$ cat config.mk
export PLATFORM = sky130hd
export DESIGN_NAME = systolic_matmul_engine
export DESIGN_NICKNAME = d
export VERILOG_FILES = /design/src/rtl/systolic_matmul_engine.sv
export SDC_FILE = /design/constraint.sdc
export NUM_CORES = 2
export LEC_CHECK = 0
export ABC_AREA = 0
export CORE_ASPECT_RATIO = 0.9
export CORE_UTILIZATION = 63
export CTS_BUF_LIST = sky130_fd_sc_hd__clkbuf_16
export CTS_CLUSTER_SIZE = 14
export DETAILED_ROUTE_END_ITERATION = 12
export GPL_ROUTABILITY_DRIVEN = 1
export GPL_TIMING_DRIVEN = 0
export PLACE_DENSITY = 0.9
export SLEW_MARGIN = 20
export SYNTH_ARGS = -nofsm -noshare
export SYNTH_HDL_FRONTEND = slang
export SYNTH_SLANG_ARGS = --single-unit
$ cat constraint.sdc
create_clock -name clk -period 16.9 [get_ports clk]
set_input_delay 3.38 -clock clk [delete_from_list [all_inputs] [get_ports clk]]
set_output_delay 3.38 -clock clk [all_outputs]
set_load 0.01 [all_outputs]
$ cat src/rtl/systolic_matmul_engine.sv
// Output-stationary DIM x DIM systolic matrix multiplier (C = A*B or C += A*B)
// with operand load FSM, on-the-fly diagonal skew and a row-serial result drain.
module systolic_matmul_engine #(
    parameter int  WIDTH = 8,
    parameter int  DIM   = 3,
    localparam int ACC_W = 2 * WIDTH + $clog2(DIM),
    localparam int IDX_W = ($clog2(DIM) > 1) ? $clog2(DIM) : 1
) (
    input  logic                 clk,
    input  logic                 rst_n,
    input  logic                 start,
    input  logic                 signed_mode,
    input  logic                 acc_mode,
    input  logic                 in_valid,
    output logic                 in_ready,
    input  logic [DIM*WIDTH-1:0] a_col,
    input  logic [DIM*WIDTH-1:0] b_row,
    output logic                 out_valid,
    input  logic                 out_ready,
    output logic [DIM*ACC_W-1:0] out_data,
    output logic [IDX_W-1:0]     out_row,
    output logic                 busy,
    output logic                 done
);
    localparam int STEPS  = 3 * DIM - 2;
    localparam int STEP_W = $clog2(STEPS);
    localparam logic [IDX_W-1:0]  LAST_IDX  = IDX_W'(DIM - 1);
    localparam logic [STEP_W-1:0] LAST_STEP = STEP_W'(STEPS - 1);

    typedef enum logic [1:0] {IDLE, LOAD, COMPUTE, DRAIN} state_t;

    state_t               state_reg, state_next;
    logic [IDX_W-1:0]     k_reg, k_next;
    logic [STEP_W-1:0]    step_reg, step_next;
    logic [IDX_W-1:0]     r_reg, r_next;
    logic                 signed_reg, signed_next;
    logic                 out_valid_reg, out_valid_next;
    logic                 done_reg, done_next;
    logic [DIM*ACC_W-1:0] out_data_reg;
    logic                 out_load;
    logic                 clear_acc;
    logic                 compute_en;
    logic [IDX_W-1:0]     drain_sel;
    logic [DIM*ACC_W-1:0] row_data;

    logic [DIM*WIDTH-1:0] a_mem [DIM];
    logic [DIM*WIDTH-1:0] b_mem [DIM];
    logic [WIDTH-1:0]     left_in [DIM];
    logic [WIDTH-1:0]     top_in [DIM];
    logic [WIDTH-1:0]     a_fwd [DIM][DIM-1];
    logic [WIDTH-1:0]     b_fwd [DIM-1][DIM];
    logic [ACC_W-1:0]     acc_all [DIM][DIM];

    assign compute_en = (state_reg == COMPUTE);
    assign in_ready   = (state_reg == LOAD);
    assign busy       = (state_reg != IDLE);
    assign out_valid  = out_valid_reg;
    assign out_data   = out_data_reg;
    assign out_row    = r_reg;
    assign done       = done_reg;

    always_comb begin
        state_next     = state_reg;
        k_next         = k_reg;
        step_next      = step_reg;
        r_next         = r_reg;
        signed_next    = signed_reg;
        out_valid_next = out_valid_reg;
        done_next      = 1'b0;
        out_load       = 1'b0;
        clear_acc      = 1'b0;
        drain_sel      = r_reg;
        case (state_reg)
            IDLE: begin
                if (start) begin
                    signed_next = signed_mode;
                    clear_acc   = !acc_mode;
                    k_next      = '0;
                    state_next  = LOAD;
                end
            end
            LOAD: begin
                if (in_valid) begin
                    if (k_reg == LAST_IDX) begin
                        k_next     = '0;
                        step_next  = '0;
                        state_next = COMPUTE;
                    end else begin
                        k_next = k_reg + 1'b1;
                    end
                end
            end
            COMPUTE: begin
                if (step_reg == LAST_STEP) begin
                    step_next  = '0;
                    r_next     = '0;
                    state_next = DRAIN;
                end else begin
                    step_next = step_reg + 1'b1;
                end
            end
            DRAIN: begin
                // First DRAIN cycle primes the output register; afterwards each
                // accepted row immediately loads the next one.
                if (!out_valid_reg) begin
                    out_load       = 1'b1;
                    out_valid_next = 1'b1;
                end else if (out_ready) begin
                    if (r_reg == LAST_IDX) begin
                        out_valid_next = 1'b0;
                        r_next         = '0;
                        done_next      = 1'b1;
                        state_next     = IDLE;
                    end else begin
                        r_next    = r_reg + 1'b1;
                        drain_sel = r_reg + 1'b1;
                        out_load  = 1'b1;
                    end
                end
            end
            default: state_next = IDLE;
        endcase
    end

    always_ff @(posedge clk or negedge rst_n) begin
        if (!rst_n) begin
            state_reg     <= IDLE;
            k_reg         <= '0;
            step_reg      <= '0;
            r_reg         <= '0;
            signed_reg    <= 1'b0;
            out_valid_reg <= 1'b0;
            done_reg      <= 1'b0;
            out_data_reg  <= '0;
            for (int k = 0; k < DIM; k++) begin
                a_mem[k] <= '0;
                b_mem[k] <= '0;
            end
        end else begin
            state_reg     <= state_next;
            k_reg         <= k_next;
            step_reg      <= step_next;
            r_reg         <= r_next;
            signed_reg    <= signed_next;
            out_valid_reg <= out_valid_next;
            done_reg      <= done_next;
            if (out_load) begin
                out_data_reg <= row_data;
            end
            if (state_reg == LOAD && in_valid) begin
                a_mem[k_reg] <= a_col;
                b_mem[k_reg] <= b_row;
            end
        end
    end

    // Diagonal skew: row i sees A[i][t-i], column j sees B[t-j][j], zero outside.
    always_comb begin
        for (int i = 0; i < DIM; i++) begin
            left_in[i] = '0;
            top_in[i]  = '0;
            for (int k = 0; k < DIM; k++) begin
                if (int'(step_reg) == i + k) begin
                    left_in[i] = a_mem[k][i*WIDTH +: WIDTH];
                    top_in[i]  = b_mem[k][i*WIDTH +: WIDTH];
                end
            end
        end
    end

    always_comb begin
        row_data = '0;
        for (int j = 0; j < DIM; j++) begin
            row_data[j*ACC_W +: ACC_W] = acc_all[drain_sel][j];
        end
    end

    genvar gi, gj;
    generate
        for (gi = 0; gi < DIM; gi++) begin : g_row
            for (gj = 0; gj < DIM; gj++) begin : g_col
                logic [WIDTH-1:0] a_in, b_in;
                logic [ACC_W-1:0] a_ext, b_ext, prod, acc_reg;

                if (gj == 0) begin : g_a_edge
                    assign a_in = left_in[gi];
                end else begin : g_a_hop
                    assign a_in = a_fwd[gi][gj-1];
                end
                if (gi == 0) begin : g_b_edge
                    assign b_in = top_in[gj];
                end else begin : g_b_hop
                    assign b_in = b_fwd[gi-1][gj];
                end

                assign a_ext = {{(ACC_W-WIDTH){signed_reg & a_in[WIDTH-1]}}, a_in};
                assign b_ext = {{(ACC_W-WIDTH){signed_reg & b_in[WIDTH-1]}}, b_in};
                assign prod  = a_ext * b_ext;

                // Forwarding registers flush to zero outside COMPUTE so stale
                // operands never reach a neighbour on the next tile.
                if (gj < DIM - 1) begin : g_a_reg
                    logic [WIDTH-1:0] a_reg;
                    always_ff @(posedge clk or negedge rst_n) begin
                        if (!rst_n) a_reg <= '0;
                        else        a_reg <= compute_en ? a_in : '0;
                    end
                    assign a_fwd[gi][gj] = a_reg;
                end
                if (gi < DIM - 1) begin : g_b_reg
                    logic [WIDTH-1:0] b_reg;
                    always_ff @(posedge clk or negedge rst_n) begin
                        if (!rst_n) b_reg <= '0;
                        else        b_reg <= compute_en ? b_in : '0;
                    end
                    assign b_fwd[gi][gj] = b_reg;
                end

                always_ff @(posedge clk or negedge rst_n) begin
                    if (!rst_n) begin
                        acc_reg <= '0;
                    end else if (clear_acc) begin
                        acc_reg <= '0;
                    end else if (compute_en) begin
                        acc_reg <= acc_reg + prod;
                    end
                end
                assign acc_all[gi][gj] = acc_reg;
            end
        end
    endgenerate
endmodule

==> results.md <==
- Run status: complete, no violations
- Die width: 303 microns
- Final setup violation count: 0
- R2R cell count: 27
- Register area share after synthesis: 22.7%
- Max VDD drop: 0.625 mV
- RR Startpoint: step_reg[0]
- Post-synth top flop: dfrtp_1
- Share of cells above drive strength 1: 6.39%
- Minimum clock period: 8960 ps
- Slew HR: 16.0%
- Global-route wire length before repair: approximately 230 mm
- PortBufs: approximately 110
- Max Freq: 0.112 GHz
- Final TNS setup: 0 ps
- CP Buf/Inv Count: 9
- Synth async-reset ratio: 100%
- Clk pwr share: 11.3%
- Worst-Skew Late Latency: 650 ps
- Data arrival, critical path: 9490 ps
- Final worst setup slack: 7940 ps
- Post-synthesis cell count: 5433
- Final hold violation count: 0
- Critical Path Start Type: register
- Routed length per placed instance: 22.2 microns
- WS Path Type: register to register
- Total GRT Usage: 37.1%
- Vias in the first global route: 42600
- HPWL after DPL: 117 mm
- Top post-synthesis cells by area: fa_1, dfrtp_1, ha_1
- Synthesized flop and latch total: 468
- TritonCTS clock tree: yes
- Initial antenna violation count: 6
- Num ports: 115
- Final WL: between 100 and 150 mm
- Comb pwr share: 72.5%
- Pre-CTS WS: 8160 ps
- MaxCap Viol Count: 0
- Flop pwr share: 16.2%
- Setup slack, reg-to-reg: 7940 ps
- Setup crit end kind: register
- Hold Path Depth: 1
- Floorplan row count: 99
- Hold_sp: b_mem[53]
- Sw frac: around 50%
- Clock sinks: approximately 470
- RSZ-0062 raised after global routing: no
- CP dominant cell by count: fa_1
- Die area: 82900 sq um
- Area leader, netlist: fa_1
- GP Congestion: 1.02
- Dpl cells: 6615
- TritonRoute pass-1 iters: 6
- Filler Cell Count: between 5000 and 6000
- Max FFs per register: 162
- Area growth, synth to finish: 8.90%
- Worst path slowest cell: o21ai_1
- H-tree depth reported by CTS: 2
- Crit path required time: 17430 ps
- Switching power: 5.90 mW
- Worst Tran Pin Value: roughly 1300 ps
- TritonCTS Buffers: 51
- Post_cts resized: 0
- Post-route cell area: 56100 sq um
- Int Pwr: about 5.6 mW
- Avg Inst Size Synth: 9.48 sq um
- EDFF count, synth: 0
- DRT iter0 DRCs: 4125
- CORE AREA: 81000 sq um
- Slew Viols, Final: 0
- Clock buffer depth: 3
- Power Dens Cells: slightly above 200 nW/um^2
- Worst Hold Class: register to register
- Top delay family on crit path: adder cells
- Worst path max stage delay: 560 ps
- Leak: 27.9 nW
- Root Buffer: clkbuf_16
- Drt drc: 0
- Post-route ant nets: 0
- Mapped cell area: slightly above 50000 sq um
- Nets: between 6000 and 7000
- Top-area cell type share of the netlist area: between 20% and 30%
- YS warnings: 0
- Crit Path Max Fanout: 10
- Initial core utilization: 63.6%
- Syn nets: about 6700
- Cts hold-fix bufs: 0
- Vias per cell: 6.03
- Yosys cell types: 71
- Final Cycle Share: 53.0%
- R2R Path End: g_row[1].g_col[0].acc_reg[14]
- Setup Fix Bufs, Post-CTS: 0
- Via count: 40457
- Worst Hold End: b_mem[53]
- Layout Skew: 20.6 ps
- DP Area: 54200 sq um
- Largest net degree at the start of global routing: 107
- Reg clk slew, reported paths: 60 ps
- Die Y-Extent: 273 microns
- Remaining Overflow, GRT: 0
- Non-Filler Instances: 6712
layout make-up:
class	instances	area, sq um	share of cell area [%]
diodes	4	10.0	0.0178
plain buffers	218	873	1.56
clock buffers	51	1280	2.28
clock inverters	42	619	1.10
inverters	1025	3850	6.86
multi-input cells	3722	35100	62.6
flip-flops and latches	468	11700	20.9
well taps	1060	1330	2.36
repair buffers	122	1320	2.35
synthesized netlist by cell type (all sizes together) (16+ instances only):
library cell / n
inv: 1025
fa: 745
nand2: 690
dfrtp: 468
ha: 441
a21oi: 290
and2: 236
nor2: 220
o21ai: 219
clkbuf: 155
mux2: 146
xnor2: 120
buf: 63
nor3: 54
nor2b: 50
nand3: 43
xor2: 41
a22o: 40
or2: 39
a21o: 35
nand2b: 34
a211oi: 28
and3: 27
mux2i: 25
o31ai: 23
or3: 18
a22oi: 16
worst max-delay path by stage:
stage                           start                            end  cells past startpoint
final                     step_reg[0]  g_row[1].g_col[0].acc_reg[14]                     27
after global routing      step_reg[0]  g_row[1].g_col[0].acc_reg[14]                     27
after CTS                 step_reg[0]  g_row[1].g_col[0].acc_reg[14]                     27
after detailed placement  step_reg[0]  g_row[1].g_col[0].acc_reg[14]                     27
after global placement          rst_n                      b_mem[52]                      1
after floorplan           step_reg[0]  g_row[1].g_col[0].acc_reg[14]                     27
metrics by stage:
stage / power (mW) / util [%] / hold slack (ps)
after floorplan: 7.62 / - / 471
after global placement: 9.53 / 66.6 / 485
after detailed placement: 9.96 / 66.9 / 493
after CTS: 11.3 / 69.2 / 506
after global routing: 12.5 / 69.2 / 520
final: 11.5 / 69.2 / 505
kinds of logic after synthesis:
group / Yosys count / synth area share (%)
multiplexers: 171 / 3.68
XOR/XNOR: 161 / 2.74
AND/OR/NAND/NOR: 1444 / 13.0
buffers and inverters: 1243 / 9.14
adder cells (fa/ha/maj): 1186 / 39.7
AO/OA/AOI/OAI: 760 / 9.02
flip-flops: 468 / 22.7
layout by cell type, fill, tap and decap left out, drive strengths merged, types with 15 or more instances in the layout:
cell type         n
a22oi            16
and2            236
o31ai            23
a21o             35
xnor2           120
a211oi           28
or2              39
dfrtp           468
nor2            220
ha              441
inv            1034
a21oi           290
or3              18
o21ai           219
clkbuf          206
nand2b           34
and3             27
a22o             40
buf              72
clkinv           15
nand3            43
nor2b            50
mux2i            25
mux2            146
nor3             54
clkdlybuf4s50   113
nand2           690
xor2             41
fa              745
per-layer routing:
| metal | routed length (microns) | track usage, % | vias up |
|---|---|---|---|
| met5 | 77 | 0 | - |
| met4 | 11600 | 25.0 | 10 |
| met3 | 16800 | 9.25 | 651 |
| met2 | 65800 | 56.3 | 2426 |
| met1 | 54900 | 47.2 | 19995 |
| li1 | - | - | 17375 |
power groups by stage:
stage	clock network (mW)	registers (mW)	logic (mW)
after global routing	1.34	1.89	9.32
after CTS	1.30	1.84	8.17
after global placement	0	1.83	7.70
final	1.29	1.86	8.31
after detailed placement	0	1.85	8.11
after floorplan	0	1.75	5.86
No activity file was read; power rests on OpenSTA's default activity.
